$ cat config.mk
export PLATFORM = sky130hd
export DESIGN_NAME = i2s_adc_pair_rx
export DESIGN_NICKNAME = d
export VERILOG_FILES = /design/src/rtl/audio_pkg.sv /design/src/rtl/sync_edge_det.sv /design/src/rtl/i2s_adc_pair_rx.sv
export SDC_FILE = /design/constraint.sdc
export NUM_CORES = 1
export LEC_CHECK = 0
export ABC_AREA = 1
export CORE_ASPECT_RATIO = 1.1
export CORE_MARGIN = 2
export CORE_UTILIZATION = 45
export CTS_BUF_LIST = sky130_fd_sc_hd__clkbuf_8 sky130_fd_sc_hd__clkbuf_16
export DETAILED_ROUTE_END_ITERATION = 12
export GPL_TIMING_DRIVEN = 0
export HOLD_SLACK_MARGIN = 0.05
export PLACE_DENSITY = 0.67
export SYNTH_ARGS = -nofsm -noshare
export SYNTH_HDL_FRONTEND = slang
export SYNTH_SLANG_ARGS = --single-unit
$ cat constraint.sdc
create_clock -name clk -period 1.8 [get_ports clk]
set_clock_uncertainty 0.2 [all_clocks]
set_input_delay 0.45 -clock clk [delete_from_list [all_inputs] [get_ports clk]]
set_output_delay 0.45 -clock clk [all_outputs]
set_load 0.02 [all_outputs]
$ cat src/rtl/audio_pkg.sv
// Shared constants for the codec audio receive path: FSM encoding, sample width,
// channel codes and the sample justification helper.
package audio_pkg;

  localparam int SAMPLE_W = 16;

  localparam logic [1:0] IDLE  = 2'd0;
  localparam logic [1:0] DELAY = 2'd1;
  localparam logic [1:0] SHIFT = 2'd2;
  localparam logic [1:0] HOLD  = 2'd3;

  localparam logic CH_LEFT  = 1'b0;
  localparam logic CH_RIGHT = 1'b1;

  // A word of 'bits' bits sitting in the LSBs is moved to the MSBs, low bits zero.
  function automatic logic [SAMPLE_W-1:0] left_justify(input logic [SAMPLE_W-1:0] w,
                                                       input int bits);
    return w << (SAMPLE_W - bits);
  endfunction

endpackage

$ cat src/rtl/sync_edge_det.sv
// Multi-flop synchroniser for one asynchronous codec pin, with a history flop
// and an edge flag (rising-only or any-change) comparing against that history.
module sync_edge_det #(
  parameter int STAGES   = 2,
  parameter bit EDGE_ANY = 1'b0
) (
  input  logic clk,
  input  logic rst,
  input  logic i_async,
  input  logic i_hist_en,
  output logic o_level,
  output logic o_edge
);

  logic [STAGES-1:0] r_sync;
  logic              r_hist;

  // Synchroniser chain; the history flop only advances when enabled so that a
  // slow qualifier (e.g. bit-clock rise) defines what counts as a change.
  always_ff @(posedge clk) begin
    if (rst) begin
      r_sync <= '0;
      r_hist <= 1'b0;
    end else begin
      r_sync <= {r_sync[STAGES-2:0], i_async};
      if (i_hist_en) begin
        r_hist <= r_sync[STAGES-1];
      end
    end
  end

  assign o_level = r_sync[STAGES-1];
  assign o_edge  = EDGE_ANY ? (o_level ^ r_hist) : (o_level & ~r_hist);

endmodule

$ cat src/rtl/i2s_adc_pair_rx.sv
// WM8731 ADC I2S receiver: deserialises left/right words and emits one aligned
// sample pair per frame. Define CH_SWAP_EN to route right->filter_in, left->desired_in.
module i2s_adc_pair_rx
  import audio_pkg::*;
#(
  parameter int WORD_BITS   = 16,
  parameter int SYNC_STAGES = 2
) (
  input  logic                clk,
  input  logic                rst,
  input  logic                bclk,
  input  logic                adclrc,
  input  logic                adcdat,
  output logic [SAMPLE_W-1:0] filter_in,
  output logic                filter_en,
  output logic [SAMPLE_W-1:0] desired_in,
  output logic                desired_en,
  output logic                frame_err
);

  localparam logic [3:0] LAST_BIT = 4'(WORD_BITS - 1);

  logic w_unused_bclk_lvl;
  logic w_bclk_rise;
  logic w_lrc_lvl;
  logic w_lrc_any;
  logic w_dat_lvl;
  logic w_unused_dat_edge;

  logic                r_rise_d;
  logic                r_edge_d;
  logic                r_lrc_d;
  logic                r_dat_d;
  logic [1:0]          r_state;
  logic                r_chan;
  logic [3:0]          r_bit_cnt;
  logic [SAMPLE_W-1:0] r_shreg;
  logic [SAMPLE_W-1:0] r_left_hold;
  logic                r_left_valid;
  logic [SAMPLE_W-1:0] r_filter_in;
  logic [SAMPLE_W-1:0] r_desired_in;
  logic                r_filter_en;
  logic                r_desired_en;
  logic                r_frame_err;

  logic [SAMPLE_W-1:0] w_shreg_next;
  logic [SAMPLE_W-1:0] w_word;

  sync_edge_det #(.STAGES(SYNC_STAGES), .EDGE_ANY(1'b0)) u_bclk_sync (
    .clk       (clk),
    .rst       (rst),
    .i_async   (bclk),
    .i_hist_en (1'b1),
    .o_level   (w_unused_bclk_lvl),
    .o_edge    (w_bclk_rise)
  );

  // adclrc history advances only on bit-clock rises, so a change is judged
  // against the frame clock seen at the previous data bit.
  sync_edge_det #(.STAGES(SYNC_STAGES), .EDGE_ANY(1'b1)) u_lrc_sync (
    .clk       (clk),
    .rst       (rst),
    .i_async   (adclrc),
    .i_hist_en (w_bclk_rise),
    .o_level   (w_lrc_lvl),
    .o_edge    (w_lrc_any)
  );

  sync_edge_det #(.STAGES(SYNC_STAGES), .EDGE_ANY(1'b0)) u_dat_sync (
    .clk       (clk),
    .rst       (rst),
    .i_async   (adcdat),
    .i_hist_en (1'b1),
    .o_level   (w_dat_lvl),
    .o_edge    (w_unused_dat_edge)
  );

  assign w_shreg_next = {r_shreg[SAMPLE_W-2:0], r_dat_d};
  assign w_word       = left_justify(w_shreg_next, WORD_BITS);

  // Capture stage: bit-clock rise, frame-clock change, channel and data aligned together.
  always_ff @(posedge clk) begin
    if (rst) begin
      r_rise_d <= 1'b0;
      r_edge_d <= 1'b0;
      r_lrc_d  <= 1'b0;
      r_dat_d  <= 1'b0;
    end else begin
      r_rise_d <= w_bclk_rise;
      r_edge_d <= w_bclk_rise & w_lrc_any;
      r_lrc_d  <= w_lrc_lvl;
      r_dat_d  <= w_dat_lvl;
    end
  end

  // Frame FSM: the rise carrying the frame-clock change is the I2S delay bit
  // and is skipped by passing through DELAY; shifting starts at the next rise.
  always_ff @(posedge clk) begin
    if (rst) begin
      r_state      <= IDLE;
      r_chan       <= CH_LEFT;
      r_bit_cnt    <= 4'd0;
      r_shreg      <= '0;
      r_left_hold  <= '0;
      r_left_valid <= 1'b0;
      r_filter_in  <= '0;
      r_desired_in <= '0;
      r_filter_en  <= 1'b0;
      r_desired_en <= 1'b0;
      r_frame_err  <= 1'b0;
    end else begin
      r_filter_en  <= 1'b0;
      r_desired_en <= 1'b0;
      r_frame_err  <= 1'b0;
      case (r_state)
        IDLE, HOLD: begin
          if (r_rise_d && r_edge_d) begin
            r_chan  <= r_lrc_d;
            r_state <= DELAY;
          end
        end
        DELAY: begin
          if (r_rise_d && r_edge_d) begin
            r_frame_err  <= 1'b1;
            r_left_valid <= 1'b0;
            r_chan       <= r_lrc_d;
          end else begin
            r_bit_cnt <= 4'd0;
            r_shreg   <= '0;
            r_state   <= SHIFT;
          end
        end
        SHIFT: begin
          if (r_rise_d) begin
            if (r_edge_d) begin
              r_frame_err  <= 1'b1;
              r_left_valid <= 1'b0;
              r_shreg      <= '0;
              r_chan       <= r_lrc_d;
              r_state      <= DELAY;
            end else begin
              r_shreg   <= w_shreg_next;
              r_bit_cnt <= r_bit_cnt + 4'd1;
              if (r_bit_cnt == LAST_BIT) begin
                r_state <= HOLD;
                if (r_chan == CH_LEFT) begin
                  r_left_hold  <= w_word;
                  r_left_valid <= 1'b1;
                end else if (r_chan == CH_RIGHT && r_left_valid) begin
`ifdef CH_SWAP_EN
                  r_filter_in  <= w_word;
                  r_desired_in <= r_left_hold;
`else
                  r_filter_in  <= r_left_hold;
                  r_desired_in <= w_word;
`endif
                  r_filter_en  <= 1'b1;
                  r_desired_en <= 1'b1;
                  r_left_valid <= 1'b0;
                end
              end
            end
          end
        end
        default: begin
          r_state <= IDLE;
        end
      endcase
    end
  end

  assign filter_in  = r_filter_in;
  assign filter_en  = r_filter_en;
  assign desired_in = r_desired_in;
  assign desired_en = r_desired_en;
  assign frame_err  = r_frame_err;

endmodule
==> flow_summary.yaml <==
sta:
  worst_pin_slew_ps: 692.9
  slew_violations: 0
  finalWorstSetupSlack_ps: 65.50
  slew_headroom_pct: 53.81
  hold_violations: 0
  setup_viol: 0
  max_freq_mhz: 576.5
  finalCritPeriodShare_pct: 96.36
  post-route-min-period_ps: 1734
  rsz0062_at_grt: "yes"
min_path:
  min_path_cells: 2
  min_from: "u_bclk_sync.r_sync[0]"
  min_path_type: "flop to flop"
clock_network:
  root_buffer: "clkbuf_8"
  cts_setup_buffers: 0
  clk_latency_ps: 350
  cts_max_level: 3
  clockBufferDepth: 2
  holdBufCountCts: 0
  clkTransAtPathRegs_ps: 80
  cts_tree: "yes"
  clock_sinks: 85
  cts_inserted_buffers: 9
place:
  portBuffers: 39
  gp_congestion: 0.7538
  place_ws_ps: -289.6
  hpwlAfterDp_mm: 4.537
final_layout:
  syn_to_final_growth_pct: 21.50
  nets: 460
  fillCellCount: 680
  antenna_cells: 0
  layout-drive-gt1-share_pct: 16.01
  fin_util_pct: 56.61
floorplan:
  dieArea_mm2: 0.007952
  rows: 32
  coreArea_mm2: 0.007007
  die_h_um: 93.33
  die_w_um: 85.21
  io_pins: 40
  initial_utilization_pct: 46.59
yosys:
  seq_area_frac_synth_pct: 52.13
  synth_cell_types: 28
  yosysWarnings: 0
  syn_inst: 401
  ys_ff_latch: 85
  synth.avg_cell_area_um2: 8.141
  synth_nets: 410
  synth.cell_area_mm2: 0.003264
run_status:
  status: "complete, no violations"
setup_path:
  critPathMaxStageDelay_ps: 330
  start_kind: "flop"
  r2r_cells: 10
  r2r_slack_ps: 90
  critPathSlowestCell: "dfxtp_1"
  required_ps: 1150
  cp-end-kind: "output port"
  startpoint: "desired_en"
  crit_fanout: 2
  worstPathCellList: "buf_4, dlygate4sd2_1"
  setup.worst_path.class: "flop to output port"
  reg2reg_from: "r_state[0]"
  crit_arrival_ps: 1080
power_and_ir_drop:
  pwr_density_cell_mw_per_mm2: 1090
  p_leak_nw: 1.671
  ir_drop_mv: 0.7866
drt:
  drcViolationCount: 0
  drt-total-wl_mm: 6.309
  drtAntennaViolNets: 0
  vias_per_cell: 4.817
  wl_per_cell_um: 11.66
  drtIter0Drc: 68
  vias: 2606
  dr.pass1.iters: 4
grt:
  grt_overflow: 0
  grtUsageTotal_pct: 17.13
  grt_max_degree: 15
  first_global_vias: 2389
  antenna_found_initial: 0
  grt_pass1_wl_mm: 10.75
job:
  max-cap-violations: 0
==> synthesized netlist by cell type (all sizes together) <==
master | number | area (um2)
o21a | 1 | 7.510
nand2 | 38 | 197.7
nand4 | 17 | 106.4
ha | 4 | 50.05
inv | 26 | 100.1
dfxtp | 85 | 1702
a21oi | 22 | 147.6
buf | 14 | 118.9
nor2 | 121 | 464.2
clkinv | 1 | 5.000
clkbuf | 9 | 33.78
or2 | 1 | 6.260
nor3 | 3 | 26.28
nand3 | 5 | 25.02
xnor2 | 1 | 8.760
o21ai | 53 | 265.3
==> final cells by class <==
cell class	count	area [um2]	share of cell area [%]
buffer	23	158.9	4.006
clock inverter	6	86.33	2.177
multi-input combinational	266	1323	33.34
sequential	85	1703	42.93
inverter	27	105.1	2.650
tap	85	106.4	2.681
timing repair buffer	39	346.6	8.738
clock buffer	10	137.6	3.470
==> what timing repair did <==
action,in CTS,in global routing
gates cloned,0,0
setup endpoints to repair,39,54
resized for setup,36,18
==> state kept, by name, indices dropped and copies added (netlist names) <==
| name | count |
|---|---|
| r_shreg | 15 |
| r_edge_d | 1 |
| u_lrc_sync.r_sync | 2 |
| r_rise_d | 1 |
| u_bclk_sync.r_sync | 2 |
| r_chan | 1 |
| r_left_valid | 1 |
| r_lrc_d | 1 |
| desired_en | 1 |
| u_dat_sync.r_sync | 2 |
| u_bclk_sync.r_hist | 1 |
| filter_in | 16 |
| desired_in | 16 |
| r_left_hold | 16 |
| frame_err | 1 |
| u_lrc_sync.r_hist | 1 |
| r_dat_d | 1 |
| r_state | 2 |
| r_bit_cnt | 4 |
==> critical path, delay by kind of cell (launching register included) <==
kind / cells / cell delay (ps)
buf+inv: 2 / 410
flops: 1 / 330
==> where the power goes <==
| part | internal, mW | leakage, nW | switching, mW |
|---|---|---|---|
| Combinational | 0.303 | 0.871 | 0.559 |
| Sequential | 1.93 | 0.687 | 0.0319 |
| Clock | 0.817 | 0.112 | 0.678 |
==> stage by stage <==
stage	total power [mW]	setup TNS [ps]	area [um2]	cells	hold WS (ps)
2_1_floorplan	2.704	0	3264	401	188.3
3_3_place_gp	2.841	-12310	3761	525	190.0
3_5_place_dp	2.862	-12940	3761	525	199.3
4_1_cts	4.346	0	3943	541	209.8
5_1_grt	4.535	-3.644	3966	541	224.3
6_report	4.323	0	3966	541	210.7
==> cell families after synthesis <==
family                     synth area share (%)
and+or+nand+nor                           25.30
DFF                                       52.13
AOI/OAI and AO/OA                         12.88
buffers and inverters                     7.895
adders and majority gates                 1.533
xor gates and xnor gates                 0.2684
==> routing by layer <==
| metal | GRT usage [%] | part of all wire (%) |
|---|---|---|
| met1 | 19.97 | 47 |
| met2 | 29.82 | 48 |
| met3 | 4.237 | 3.8 |
| met4 | 7.143 | 1.4 |
| met5 | 0 | 0 |
==> final timing paths <==
path	to
max	filter_en
min	u_bclk_sync.r_sync[1]
max reg2reg	r_shreg[13]
min reg2reg	u_bclk_sync.r_sync[1]
==> cells in the final DEF (no fill, tap or decap), types with 5 or more instances in the layout <==
| cell type | n |
|---|---|
| buf_6 | 5 |
| buf_4 | 5 |
| o21ai_1 | 27 |
| nand4_1 | 17 |
| a21oi_1 | 12 |
| a21oi_2 | 10 |
| nor2_1 | 118 |
| nand2_1 | 20 |
| o21ai_0 | 26 |
| dfxtp_1 | 84 |
| dlygate4sd2_1 | 35 |
| clkbuf_1 | 8 |
| inv_1 | 22 |
| clkbuf_8 | 10 |
| nand2_2 | 15 |
Note: power is estimated with default switching activity, not from simulation.
